`src/rtl/lfsr_display_gen.sv`:
```
// rtl/lfsr_display_gen.sv - XNOR Fibonacci LFSR feeding a display shift register, run/hold/step/load modes
// Optional feature macro: LFSR_LOCKUP_RECOVER_EN (advance out of the all-ones lockup state loads zero).
module lfsr_display_gen #(
  parameter int                LFSR_W  = 4,
  parameter logic [LFSR_W-1:0] TAPS    = 4'b0011,
  parameter int                DISP_W  = 8,
  parameter int                TAP_BIT = 2,
  parameter int                DIV     = 100000000
) (
  input  logic              clk,
  input  logic              clr,
  input  logic              en,
  input  logic [1:0]        mode,
  input  logic              step,
  input  logic [LFSR_W-1:0] seed_in,
  output logic [LFSR_W-1:0] lfsr_q,
  output logic [DISP_W-1:0] disp_q,
  output logic              tick,
  output logic              lockup
);

  localparam int               PRE_W   = (DIV > 1) ? $clog2(DIV) : 1;
  localparam logic [PRE_W-1:0] PRE_MAX = PRE_W'(DIV - 1);

  typedef enum logic [1:0] {
    S_HOLD = 2'b00,
    S_RUN  = 2'b01,
    S_STEP = 2'b10,
    S_LOAD = 2'b11
  } state_t;

  state_t            state_q, state_d;
  logic [PRE_W-1:0]  pre_q, pre_d;
  logic              step_prev_q, step_prev_d;
  logic [LFSR_W-1:0] lfsr_d, lfsr_shift;
  logic [DISP_W-1:0] disp_d, disp_shift;
  logic              tick_d;
  logic              fb;
  logic              advance;

  // All-ones is the fixed point of XNOR feedback.
  assign lockup = &lfsr_q;

  // Display shifts in the tapped LFSR bit at its MSB; a one-deep display just takes the bit.
  if (DISP_W == 1) begin : g_disp_one
    assign disp_shift = lfsr_q[TAP_BIT];
  end else begin : g_disp_many
    assign disp_shift = {lfsr_q[TAP_BIT], disp_q[DISP_W-1:1]};
  end

  // Next-state logic: mode decode, prescaler, advance condition and register updates.
  always_comb begin
    state_d     = en ? state_t'(mode) : S_HOLD;
    step_prev_d = step;

    fb         = ~^(lfsr_q & TAPS);
    lfsr_shift = {fb, lfsr_q[LFSR_W-1:1]};
`ifdef LFSR_LOCKUP_RECOVER_EN
    if (lockup) begin
      lfsr_shift = '0;
    end
`else
`endif

    case (state_q)
      S_RUN:   advance = (pre_q == PRE_MAX);
      S_STEP:  advance = step && !step_prev_q;
      default: advance = 1'b0;
    endcase

    case (state_q)
      S_HOLD:  pre_d = pre_q;
      S_RUN:   pre_d = advance ? '0 : pre_q + 1'b1;
      default: pre_d = '0;
    endcase

    lfsr_d = lfsr_q;
    disp_d = disp_q;
    if (state_q == S_LOAD) begin
      lfsr_d = seed_in;
      disp_d = '0;
    end else if (advance) begin
      lfsr_d = lfsr_shift;
      disp_d = disp_shift;
    end

    tick_d = advance;
  end

  // State, prescaler, step edge history and output registers; clr clears everything at once.
  always_ff @(posedge clk or posedge clr) begin
    if (clr) begin
      state_q     <= S_HOLD;
      pre_q       <= '0;
      step_prev_q <= 1'b0;
      lfsr_q      <= '0;
      disp_q      <= '0;
      tick        <= 1'b0;
    end else begin
      state_q     <= state_d;
      pre_q       <= pre_d;
      step_prev_q <= step_prev_d;
      lfsr_q      <= lfsr_d;
      disp_q      <= disp_d;
      tick        <= tick_d;
    end
  end

endmodule

```
`config.mk`:
```
export PLATFORM = sky130hd
export DESIGN_NAME = lfsr_display_gen
export DESIGN_NICKNAME = d
export VERILOG_FILES = /design/src/rtl/lfsr_display_gen.sv
export SDC_FILE = /design/constraint.sdc
export NUM_CORES = 1
export LEC_CHECK = 0
export BUFFER_PORTS_ARGS = -buffer_cell sky130_fd_sc_hd__buf_2
export CAP_MARGIN = 25
export CORE_AREA = 2 2 104 106
export CTS_CLUSTER_DIAMETER = 150
export CTS_CLUSTER_SIZE = 20
export DETAILED_ROUTE_END_ITERATION = 6
export DIE_AREA = 0 0 106 108
export GPL_TIMING_DRIVEN = 0
export HOLD_SLACK_MARGIN = 0.15
export SLEW_MARGIN = 20
export SYNTH_ARGS = -nofsm -noshare
export SYNTH_HDL_FRONTEND = slang
export SYNTH_SLANG_ARGS = --single-unit
```
`constraint.sdc`:
```
create_clock -name clk -period 2.3 [get_ports clk]
set_input_delay 0 -clock clk [delete_from_list [all_inputs] [get_ports clk]]
set_output_delay 0 -clock clk [all_outputs]
set_load 0.005 [all_outputs]
```
# ---- Word level (Yosys, flattened, before mapping)
# Cells that the tools add are included.
dict set report totals {
  register_bits 43
  in_bits 10
  out_inout_bits 14
  elab_cells 25
}
dict set report op_classes {
  n_addsub 1
  n_eq_ne 4
  muxes 8
  reduce_logical 6
}
# op count
set ops {}
lappend ops {{$pmux 27 s2} 1}
lappend ops {{$add 27x1->27 const B} 1}
lappend ops {{$eq 27x27->1 const B} 1}
lappend ops {{$mux 27} 1}
lappend ops {{$mux 8} 2}
lappend ops {{$mux 4} 2}
lappend ops {{$eq 2x2->1 const B} 2}
lappend ops {{$reduce_and 4->1} 1}
lappend ops {{$reduce_xnor 4->1} 1}
lappend ops {{$eq 2x1->1 const B} 1}
lappend ops {{$logic_not 2->1} 1}
lappend ops {{$mux 2} 1}
lappend ops {{$pmux 1 s2} 1}
lappend ops {{$reduce_bool 2->1} 1}
lappend ops {{$logic_and 1x1->1} 1}
lappend ops {{$logic_not 1->1} 1}

# ---- Depth between registers and ports, before layout
dict set report logic_depth {
  ltp_word 5
  mapped_depth 10
  depth_no_buf 8
}

# ---- Least setup slack after synthesis
# Ideal clock, no wire load.
dict set report synth_path {
  path_kind {reg2reg}
  startpoint {reg state_q[0]}
  endpoint {reg disp_q[1]}
  setup_time_ns 0.079
  arrival_ns 2.083
  t_required_ns 2.221
  slack_ns 0.138
  stages_incl_launch_ff 11
  n_path_buf 2
  synth_period_minus_slack_ns 2.162
  path_cell_list {dfrtp_1 inv_1 ha_1 and4bb_2 nand4_2 or3_1 buf_2 and2_4 buf_6 clkinv_4 mux2i_1}
}
dict set report synth_between {
  elab_chain_cells 3
  elab_cells_between_ends 6
  cone_classes {3 x eq/ne; 2 x mux; 1 x reduce/logical}
}
# element line_no
set synth_rtl {}
lappend synth_rtl {{start, declared} 32} ;# state_t state_q, state_d;
lappend synth_rtl {{start signal, assigned} 100} ;# state_q <= state_d;
lappend synth_rtl {{$eq 2x2->1 or $eq 2x1->1 (tied branches)} 65} ;# case (state_q)
lappend synth_rtl {{$pmux 1 s2 *} 65}
lappend synth_rtl {{named net advance} 39} ;# logic advance;
lappend synth_rtl {{$reduce_bool 2->1 (no line) *} --}
lappend synth_rtl {{end signal, assigned} 104} ;# disp_q <= disp_d;
lappend synth_rtl {{end, declared} 17} ;# output logic [DISP_W-1:0] disp_q,
# The timed path passes the listed nets; every way through them passes the cells marked *.
# A chain may end at the register's enable or synchronous reset.

# ---- Worst setup path in the final report
dict set report layout_path {
  startpoint {reg state_q[1]}
  endpoint {reg pre_q[25]}
}
dict set report layout_between {
  elab_chain_cells 4
  elab_cells_between_ends 6
  cone_classes {2 x eq/ne; 3 x mux; 1 x reduce/logical}
}
# element line_no
set layout_rtl {}
lappend layout_rtl {{$eq 2x2->1 or $eq 2x1->1 (tied branches)} {65, 71}}
lappend layout_rtl {{$pmux 1 s2} 65}
lappend layout_rtl {{$mux 27} 73} ;# S_RUN: pre_d = advance ? '0 : pre_q + 1'b1;
lappend layout_rtl {{$pmux 27 s2} 71} ;# case (state_q)
lappend layout_rtl {{end signal, assigned} 101} ;# pre_q <= pre_d;
lappend layout_rtl {{end, declared} 33} ;# logic [PRE_W-1:0] pre_q, pre_d;
# Parallel ways exist; a longest one is shown, timed or not.

==> impl_metrics.env <==
export IMPL_status="finished clean"
export IMPL_crit_buf_inv=3
export IMPL_avgSynthCellArea_um2=9.532
export IMPL_clkLatencyLatePin_ns=0.29
export IMPL_cp_start_kind="register"
export IMPL_routed_wl_mm=5.878
export IMPL_gp_congestion=0.7756
export IMPL_cp_required_ns=2.48
export IMPL_grt_antenna_before_repair=0
export IMPL_antenna_cells=0
export IMPL_drv_slew=0
export IMPL_grt_max_degree=25
export IMPL_drtIter0Drc=126
export IMPL_critPathMaxStageDelay_ns=0.36
export IMPL_power_density_nw_per_um2=544.1
export IMPL_worstPathCellList="inv_1 > ha_1 > and4bb_2 > nand4_4 > buf_4 > o31a_1 > buf_4 > and3_1 > a211o_1"
export IMPL_cap_violations=0
export IMPL_final_common_cell="dfrtp_1"
export IMPL_dp_hpwl_mm=3.849
export IMPL_core_area_um2=10230
export IMPL_synthCells=254
export IMPL_power_leakage_nw=1.390
export IMPL_path_class="register to register"
export IMPL_async_reset_ff_share_pct=100.0
export IMPL_route_detailed_drc=0
export IMPL_fin_util_pct=30.18
export IMPL_syn_area_um2=2421
export IMPL_end_kind="register"
export IMPL_final_cell_mix="43 x dfrtp_1, 23 x nand2_1, 23 x buf_2"
export IMPL_fin_ws_ns=0.03029
export IMPL_die_h_um=108
export IMPL_dp_worst_setup_slack_ns=-0.2800
export IMPL_cp_common_cell="buf_4"
export IMPL_vias=2125
export IMPL_nets=319
export IMPL_cp_top_family="compound AO/OA/AOI/OAI gates"
export IMPL_rows=37
export IMPL_tritoncts="yes"
export IMPL_grt_ovfl_total=0
export IMPL_ys_seq_area_share_pct=44.44
export IMPL_ir_worst_vdd_mv=0.1994
export IMPL_tightest_slew_ns=0.5945
export IMPL_min_path_type="primary input to asynchronous set/reset pin"
export IMPL_slew_headroom_pct=60.37
export IMPL_grt_use_total_pct=10.64
export IMPL_rsz0062_at_grt="yes"
export IMPL_area_growth_pct=27.55
export IMPL_num_fill_cells=1069
export IMPL_cp_arrival_ns=2.45
export IMPL_synth_edf_count=0
export IMPL_final_setup_skew_ns=0.006980
export IMPL_ctsRootBufferMaster="clkbuf_8"
export IMPL_clk_transition_reported_paths_ns=0.09
export IMPL_fin_crit_sh_pct=98.68
export IMPL_grt_pass1_wl_mm=9.846
export IMPL_hold_viol=0
export IMPL_synth_warnings=0
export IMPL_final_setup_viol_count=0
export IMPL_cts_buffers_inserted=5
export IMPL_synth_cell_types=49
export IMPL_clockBufferDepth=2
export IMPL_htreeDepth=2
export IMPL_avgRoutedWirePerCell_um=13.36
export IMPL_fp_dieW_um=106
export IMPL_grt_pass1_vias=2002
export IMPL_post_route_min_period_ns=2.270
export IMPL_port_buffers=23
export IMPL_synth_ff_type="dfrtp_1"
export IMPL_cts_sinks=43
export IMPL_worstPathMaxFanout=8
export IMPL_cp_slowest_cell="dfrtp_1"
export IMPL_synth_seq_cells=43
export IMPL_routed_via_density=4.830
export IMPL_first_pass_iters=4
export IMPL_layout_drive_gt1_share_pct=21.71
export IMPL_synth_fp_nets=270
export IMPL_fmaxAchievable_mhz=440.6
export IMPL_final_antenna_net_count=0
export IMPL_initial_core_util_pct=23.66
export IMPL_die_area_um2=11450
export IMPL_ios=24
[layer usage]
| metal | up-vias | global-route usage, % | part of all wire (%) |
|---|---|---|---|
| met5 | - | 0 | 0 |
| met3 | 2 | 2.411 | 4.4 |
| met4 | 0 | 1.974 | 0.37 |
| li1 | 1024 | - | - |
| met2 | 48 | 17.19 | 46 |
| met1 | 1051 | 14.77 | 50 |
[worst register-to-register path, delay by kind of cell, from the launching register on]
| family | cells | cell delay [ns] |
|---|---|---|
| adder cells (fa/ha/maj) | 1 | 0.29 |
| AO/OA/AOI/OAI | 2 | 0.57 |
| buffers and inverters | 3 | 0.41 |
| AND/OR/NAND/NOR | 3 | 0.52 |
| flip-flops | 1 | 0.36 |
[registers in the layout, summed over array words and instances, names as in the netlist]
name         flops
disp_q           8
lfsr_q           4
pre_q           27
state_q          2
step_prev_q      1
tick             1
[layout make-up]
type                    instances  area, um^2  share of cell area (%)
repair buffers                 43       310.3                   10.05
clock inverters                 2       35.03                   1.135
plain buffers                  10       61.31                   1.985
well taps                     136       170.2                   5.511
inverters                      14       57.56                   1.864
clock buffers                   6       82.58                   2.674
multi-input cells             186        1295                   41.94
flip-flops and latches         43        1076                   34.85
[cells by family after synthesis]
family / share of synthesized area (%)
buf+inv: 4.548
simple gates: 26.15
fa+ha+maj: 3.101
compound gates: 16.80
mux: 4.961
flops: 44.44
[stage by stage]
stage	total power [mW]	std cells	hold WS [ns]	setup TNS (ns)	area, um^2
floorplan	0.9624	254	0.03143	0	2421
global placement	1.043	413	0.1257	-1.620	2706
detailed placement	1.054	414	0.09810	-2.140	2734
CTS	1.696	437	0.3276	0	3018
global route	1.783	440	0.3677	-0.2679	3088
finish	1.680	440	0.3029	0	3088
[worst paths after layout]
| check | from | to | cells past startpoint | slack [ns] |
|---|---|---|---|---|
| min | clr | tick | 3 | 0.30 |
| max in group asynchronous | clr | pre_q[4] | 4 | 1.49 |
| min in group clk | step | step_prev_q | 2 | 0.39 |
| min reg2reg | pre_q[16] | pre_q[16] | 1 | 0.51 |
| max reg2reg | state_q[1] | pre_q[25] | 9 | 0.03 |
| max | state_q[1] | pre_q[25] | 9 | 0.03 |
[repair_timing]
action                     4_1_cts  5_1_grt
setup buffers                    6        3
setup endpoints to repair       20       26
pin swaps                        0        2
resized for setup                4       12
hold buffers                    10        0
hold endpoints to repair        30        0
[synth_stat cells, types with 4 or more instances]
library cell   n  area [um^2]
a21oi_1       11        55.05
a31oi_1       11        68.82
and2_1         4        25.02
and3_1         6        37.54
clkbuf_1       7        26.28
dfrtp_1       43         1076
ha_1           6        75.07
inv_1         13        48.80
mux2i_1       12        120.1
nand2_1       23        86.33
nand2b_1      12        75.07
nand3_1       16        80.08
nand4_1        6        37.54
nor2_1        10        37.54
o21ai_0       13        65.06
o21ai_1        4        20.02
or3_1          6        37.54
or4_1          4        30.03
[where the power goes]
group / internal, mW / leakage, nW / switching [mW]
clock network: 0.352 / 0.0612 / 0.264
logic: 0.118 / 0.746 / 0.120
registers: 0.795 / 0.583 / 0.0304
No activity file was read; power rests on OpenSTA's default activity.
